File: config.mk
export PLATFORM = sky130hd
export DESIGN_NAME = node_sched
export DESIGN_NICKNAME = d
export VERILOG_FILES = /design/src/rtl/node_pkg.sv /design/src/rtl/node_fifo.sv /design/src/rtl/node_sched.sv
export SDC_FILE = /design/constraint.sdc
export NUM_CORES = 1
export LEC_CHECK = 0
export ABC_CLOCK_PERIOD_IN_PS = 3300
export CAP_MARGIN = 0
export CORE_MARGIN = 1
export CORE_UTILIZATION = 50
export DETAILED_ROUTE_END_ITERATION = 10
export GPL_ROUTABILITY_DRIVEN = 0
export GPL_TIMING_DRIVEN = 1
export PLACE_DENSITY = 0.68
export SYNTH_ARGS = -nofsm -noshare
export SYNTH_HDL_FRONTEND = slang
export SYNTH_SLANG_ARGS = --single-unit
File: constraint.sdc
create_clock -name clk -period 3.3 [get_ports clk]
set_input_delay 0.66 -clock clk [delete_from_list [all_inputs] [get_ports clk]]
set_output_delay 0.66 -clock clk [all_outputs]
set_load 0.02 [all_outputs]
File: src/rtl/node_pkg.sv
// node_pkg: shared widths, start/target node constants and FSM state encoding for node_sched.
package node_pkg;
  localparam int NODE_IDX_WIDTH  = 10;
  localparam int COUNTER_WIDTH   = 4;
  localparam int ACCUM_VAL_WIDTH = 24;
  localparam int FIFO_DEPTH      = 32;
  localparam int START_NODE_P1   = 0;
  localparam int START_NODE_P2   = 1;
  localparam int TARGET_NODE     = 2;
  typedef enum logic [2:0] {S_IDLE, S_POP, S_FETCH, S_WAIT, S_DONE} state_t;
endpackage

File: src/rtl/node_fifo.sv
// node_fifo: power-of-two work queue; i_clr empties it and may load i_din as the sole entry.
module node_fifo
  import node_pkg::*;
#(
  parameter int W = NODE_IDX_WIDTH,
  parameter int D = FIFO_DEPTH
) (
  input  logic         clk,
  input  logic         rst_n,
  input  logic         i_clr,
  input  logic         i_push,
  input  logic         i_pop,
  input  logic [W-1:0] i_din,
  output logic [W-1:0] o_dout,
  output logic         o_full,
  output logic         o_empty
);
  localparam int AW   = $clog2(D);
  localparam int CNTW = AW + 1;
  logic [W-1:0]    r_mem [D];
  logic [AW-1:0]   r_wr, r_rd, w_wa;
  logic [CNTW-1:0] r_cnt;
  logic            w_push, w_pop, w_we;
  assign o_full  = r_cnt == CNTW'(D);
  assign o_empty = r_cnt == '0;
  assign o_dout  = r_mem[r_rd];
  assign w_push  = i_push && !o_full;
  assign w_pop   = i_pop && !o_empty;
  assign w_we    = i_push && (i_clr || !o_full);
  assign w_wa    = i_clr ? '0 : r_wr;
  always_ff @(posedge clk)
    if (w_we) r_mem[w_wa] <= i_din;
  always_ff @(posedge clk or negedge rst_n)
    if (!rst_n) begin
      r_wr  <= '0;
      r_rd  <= '0;
      r_cnt <= '0;
    end else if (i_clr) begin
      r_wr  <= AW'(i_push);
      r_rd  <= '0;
      r_cnt <= CNTW'(i_push);
    end else begin
      r_wr  <= r_wr + AW'(w_push);
      r_rd  <= r_rd + AW'(w_pop);
      r_cnt <= r_cnt + CNTW'(w_push) - CNTW'(w_pop);
    end
endmodule

File: src/rtl/node_sched.sv
// node_sched: queue-driven graph walker counting paths from a start node to the target node.
// Define NODE_SCHED_PERF_EN to add the saturating busy-cycle counter output perf_cycles.
module node_sched
  import node_pkg::*;
#(
  parameter int PARAM_NODE_IDX_WIDTH  = NODE_IDX_WIDTH,
  parameter int PARAM_COUNTER_WIDTH   = COUNTER_WIDTH,
  parameter int PARAM_ACCUM_VAL_WIDTH = ACCUM_VAL_WIDTH,
  parameter int PARAM_FIFO_DEPTH      = FIFO_DEPTH,
  parameter int PARAM_START_NODE_P1   = START_NODE_P1,
  parameter int PARAM_START_NODE_P2   = START_NODE_P2,
  parameter int PARAM_TARGET_NODE     = TARGET_NODE
) (
  input  logic                             clk,
  input  logic                             rst_n,
  input  logic                             part_sel,
  input  logic                             start_run,
  output logic                             mem_rd_en,
  output logic [PARAM_NODE_IDX_WIDTH-1:0]  mem_node_idx,
  output logic [PARAM_COUNTER_WIDTH-1:0]   mem_edge_idx,
  input  logic [PARAM_NODE_IDX_WIDTH-1:0]  mem_rd_data,
  input  logic [PARAM_COUNTER_WIDTH-1:0]   mem_edge_count,
  output logic [PARAM_NODE_IDX_WIDTH-1:0]  node_idx_reg,
  output logic [PARAM_NODE_IDX_WIDTH-1:0]  next_node_idx,
  output logic [PARAM_COUNTER_WIDTH-1:0]   next_node_counter,
  output logic                             busy,
  output logic                             done,
  output logic [PARAM_ACCUM_VAL_WIDTH-1:0] path_count,
  output logic                             fifo_ovf
`ifdef NODE_SCHED_PERF_EN
  ,
  output logic [31:0]                      perf_cycles
`endif
);
  localparam int NW = PARAM_NODE_IDX_WIDTH;
  localparam int CW = PARAM_COUNTER_WIDTH;
  localparam int VW = PARAM_ACCUM_VAL_WIDTH;
  localparam logic [NW-1:0] L_P1     = NW'(PARAM_START_NODE_P1);
  localparam logic [NW-1:0] L_P2     = NW'(PARAM_START_NODE_P2);
  localparam logic [NW-1:0] L_TARGET = NW'(PARAM_TARGET_NODE);
  state_t        r_state;
  logic [NW-1:0] r_node, r_next, w_din, w_dout;
  logic [CW-1:0] r_cnt;
  logic [VW-1:0] r_paths;
  logic          r_rd_en, r_busy, r_done, r_ovf;
  logic          w_start, w_hit, w_wait_push, w_push, w_pop, w_last, w_full, w_empty;
  assign w_start     = start_run && (r_state == S_IDLE || r_state == S_DONE);
  assign w_hit       = mem_rd_data == L_TARGET;
  assign w_wait_push = r_state == S_WAIT && mem_edge_count != '0 && !w_hit;
  assign w_push      = w_start || w_wait_push;
  assign w_din       = w_start ? (part_sel ? L_P2 : L_P1) : mem_rd_data;
  assign w_pop       = r_state == S_POP && !w_empty;
  assign w_last      = r_cnt + CW'(1) == mem_edge_count;
  node_fifo #(.W(NW), .D(PARAM_FIFO_DEPTH)) u_fifo (
    .clk     (clk),
    .rst_n   (rst_n),
    .i_clr   (w_start),
    .i_push  (w_push),
    .i_pop   (w_pop),
    .i_din   (w_din),
    .o_dout  (w_dout),
    .o_full  (w_full),
    .o_empty (w_empty)
  );
  // mem_rd_en is registered: raised on every transition into FETCH, dropped on the next edge.
  always_ff @(posedge clk or negedge rst_n)
    if (!rst_n) begin
      r_state <= S_IDLE;
      r_node  <= '0;
      r_next  <= '0;
      r_cnt   <= '0;
      r_paths <= '0;
      r_rd_en <= 1'b0;
      r_busy  <= 1'b0;
      r_done  <= 1'b0;
      r_ovf   <= 1'b0;
    end else begin
      r_rd_en <= 1'b0;
      case (r_state)
        S_IDLE, S_DONE:
          if (start_run) begin
            r_paths <= '0;
            r_ovf   <= 1'b0;
            r_done  <= 1'b0;
            r_busy  <= 1'b1;
            r_state <= S_POP;
          end
        S_POP:
          if (w_empty) begin
            r_done  <= 1'b1;
            r_busy  <= 1'b0;
            r_state <= S_DONE;
          end else begin
            r_node  <= w_dout;
            r_cnt   <= '0;
            r_rd_en <= 1'b1;
            r_state <= S_FETCH;
          end
        S_FETCH: r_state <= S_WAIT;
        S_WAIT:
          if (mem_edge_count == '0) r_state <= S_POP;
          else begin
            r_next <= mem_rd_data;
            if (w_hit && r_paths != '1) r_paths <= r_paths + VW'(1);
            if (!w_hit && w_full) r_ovf <= 1'b1;
            if (w_last) r_state <= S_POP;
            else begin
              r_cnt   <= r_cnt + CW'(1);
              r_rd_en <= 1'b1;
              r_state <= S_FETCH;
            end
          end
        default: r_state <= S_IDLE;
      endcase
    end
  assign mem_rd_en         = r_rd_en;
  assign mem_node_idx      = r_node;
  assign mem_edge_idx      = r_cnt;
  assign node_idx_reg      = r_node;
  assign next_node_idx     = r_next;
  assign next_node_counter = r_cnt;
  assign busy              = r_busy;
  assign done              = r_done;
  assign path_count        = r_paths;
  assign fifo_ovf          = r_ovf;
`ifdef NODE_SCHED_PERF_EN
  logic [31:0] r_perf;
  always_ff @(posedge clk or negedge rst_n)
    if (!rst_n) r_perf <= '0;
    else if (w_start) r_perf <= '0;
    else if (r_busy && r_perf != '1) r_perf <= r_perf + 32'd1;
  assign perf_cycles = r_perf;
`endif
endmodule

==> summary.txt <==
Outcome
  • Status: complete, no violations

Flow run
  • Max capacitance violation total: 0

Critical path
  • Critical Path Slowest Stage Cell: nor4bb_1
  • R2R depth: 13
  • Crit Path Max Fanout: 3
  • CP Depth: 13
  • Reg-to-reg startpoint: u_fifo.r_cnt[2]$_DFF_PN0_
  • Setup CP Type: reg2reg
  • Critical path buffers and inverters: 3
  • Arr. time, crit path: 3.28 ns
  • CP top delay family: compound AO/OA/AOI/OAI gates
  • Cell Chain, Critical Path: inv_1, ha_1, nor4bb_1, nand2b_1, inv_1, ha_1, inv_1, ha_1, a21o_1, a21oi_1, o21bai_1, mux2i_1, a2111oi_0
  • Startpoint types: flop
  • CP startpoint: u_fifo.r_cnt[2]$_DFF_PN0_
  • Crit end category: flop
  • CP max stage delay: 0.44 ns
  • Required time of the critical path: 3.70 ns

Layout
  • # diodes: 0
  • Core Util, Final: 60.4%
  • Fraction of final layout cells sized beyond drive strength 1: 21.7%
  • Fin nets: 1,116
  • Fill cells: 2,323
  • Most common cell after layout, fill and taps aside: edfxtp_1
  • Final Cell Area: 19,200 um2
  • P&R area growth vs syn: 18.2%
  • Most frequent cells in the layout: 320 x edfxtp_1, 82 x clkdlybuf4s50_1, 80 x mux4_2

GRT
  • Initial antenna violation count: 0
  • First-pass GRT wire length: 54.2 mm
  • GR Overflow Total: 0
  • Vias in the first global route: 9,025
  • Total track usage: 22.0%
  • Pin count of the biggest net entering global routing: 58

Clocking
  • Clk root buf: clkbuf_16
  • CTS tree: built
  • Hold Buf Count CTS: 0
  • Setup Fix Bufs, Post-CTS: 0
  • Post-cts sizing count: 0
  • Clk_lat worst skew: 0.54 ns
  • Clk buf depth: 3
  • Clock transition at path regs: 0.06 ns
  • Clock buffer count from CTS: 40
  • Num Clock Sinks: 391
  • H-tree depth: 2

Synthesis
  • Synth cell types: 63
  • Mux contribution to synthesized area: 13.4%
  • Register area share after synthesis: 70.0%
  • Synth Area in Compound Gates: 4.29%
  • YS warnings: 0
  • Post-Syn Area per Cell: 17.3 um2
  • Area leader, netlist: edfxtp_1
  • Post-synth top area share: 59.1%
  • Largest family of logic cells by synthesized area: multiplexers
  • Top post-synthesis cells by area: edfxtp_1 59%, mux4_2 11%, dfrtp_1 11%
  • Synth Area in Simple Gates: 7.65%
  • Number of synthesized flops with an enable pin: 320
  • Top_reg_cell synth: edfxtp_1
  • Flops & latches, synth: 391
  • Synthesized cell area: 16,300 um2
  • XOR/XNOR Fraction of Synth Area: 0.862%
  • Ys async rst share: 18.2%
  • Synth Net Count: 972
  • Synth Area in Adders: 1.28%
  • Syn Inst Count: 938

Die
  • Core Box Area: 31,800 um2
  • Die height: 182 um
  • Io pins: 84
  • Initial core utilization: 51.1%
  • Die W: 182 um
  • Rows: 65
  • Die footprint: 33,200 um2

Timing
  • Clock skew: 0.0268 ns
  • Final period utilization: 87.3%
  • Achievable clock frequency: 347 MHz
  • Final Worst Setup Slack: 0.418 ns
  • Setup TNS: 0 ns
  • RSZ-0062 raised after global routing: false
  • Final Max Tran Viols: 0
  • Max-slew headroom: 38.3%
  • Final hold viol count: 0
  • Finish-stage setup viols: 0
  • Crit path time final: 2.88 ns
  • Fin Hold WS: 0.179 ns
  • Least-Margin Pin Slew: 0.926 ns

Placed design
  • IO Port Bufs: 83
  • Placed Area: 17,900 um2
  • Post-DP HPWL: 22.2 mm
  • Pre-CTS setup slack: 0.0159 ns

Route
  • Vias after detailed routing: 9,017
  • DRC: 0
  • Routed Antenna Nets: 0
  • Via/cell ratio: 5.83
  • Pre-antenna DRT Iters: 5
  • Drt first-iter violations: 803
  • Drt total wl: 35.9 mm
  • Routed wire length per instance: 23.2 um

Hold path
  • Hold Crit Class: in2async

Power
  • PwrDens: 793 nW/um2
  • Static Leak: 6.55 nW
  • Maximum VDD drop: 0.000575 V
cell type report:
class                   count  area, um2  area share, %
clock buffers              54       1110           5.80
clock inverters            18        164          0.853
inverters                  13       48.8          0.254
multi-input cells         472       4460           23.2
flip-flops and latches    391      11400           59.3
well taps                 435        544           2.83
repair buffers            164       1490           7.74
cell usage after synthesis (6+ instances only):
cell and instances:
buf_6 6, a211oi_1 20, inv_1 13, dfrtp_1 71, and2_1 17, nand2_1 26, buf_2 10, o21ai_0 7
buf_4 16, or4_1 12, ha_1 15, o31ai_1 12, xor2_1 7, nand3_1 30, edfxtp_1 320, xnor2_1 9
mux4_2 80, mux2i_1 25, clkbuf_1 25, nor2_1 59, a21oi_1 23, nor2b_1 13, a22o_1 10, nand2b_1 9
or3_1 16, nand4_1 12, o21ai_1 11, mux2_2 10
stage by stage:
step / power (mW) / std cells
after floorplan: 9.39 / 938
after global placement: 10.9 / 1475
after detailed placement: 11.0 / 1475
after CTS: 15.4 / 1547
after global routing: 15.9 / 1547
final: 15.2 / 1547
sequential cells by signal, indices dropped and copies added (netlist names):
signal         count
u_fifo.r_mem     320
u_fifo.r_wr        5
fifo_ovf           1
u_fifo.r_rd        5
done               1
path_count        24
busy               1
mem_rd_en          1
r_state            3
u_fifo.r_cnt       6
mem_edge_idx       4
mem_node_idx      10
next_node_idx     10
routing by layer:
metal	share of wire, %	vias up	global-route usage (%)
li1	-	3994	-
met1	44	4679	31.5
met2	49	282	35.6
met3	5.2	62	3.17
met4	2.4	0	6.22
met5	0	-	0
power breakdown:
group	total [mW]	internal [mW]	switching (mW)
Combinational	4.49	2.11	2.38
Clock	4.37	2.53	1.84
Sequential	6.37	5.96	0.411
Total	15.2	10.6	4.63
worst paths after layout:
check / endpoint / slack [ns]
max: u_fifo.r_cnt[5]$_DFF_PN0_ / 0.42
max reg2reg: u_fifo.r_cnt[5]$_DFF_PN0_ / 0.42
min in group clk: done$_DFFE_PN0P_ / 0.48
max in group asynchronous: path_count[11]$_DFFE_PN0P_ / 2.40
min: path_count[10]$_DFFE_PN0P_ / 0.18
min reg2reg: done$_DFFE_PN0P_ / 0.48
logic make-up after synthesis:
group | after synthesis
simple gates | 223
flops | 391
xor+xnor | 16
compound gates | 101
mux | 116
buf+inv | 75
fa+ha+maj | 16
Power figures use the tool's default switching activity.
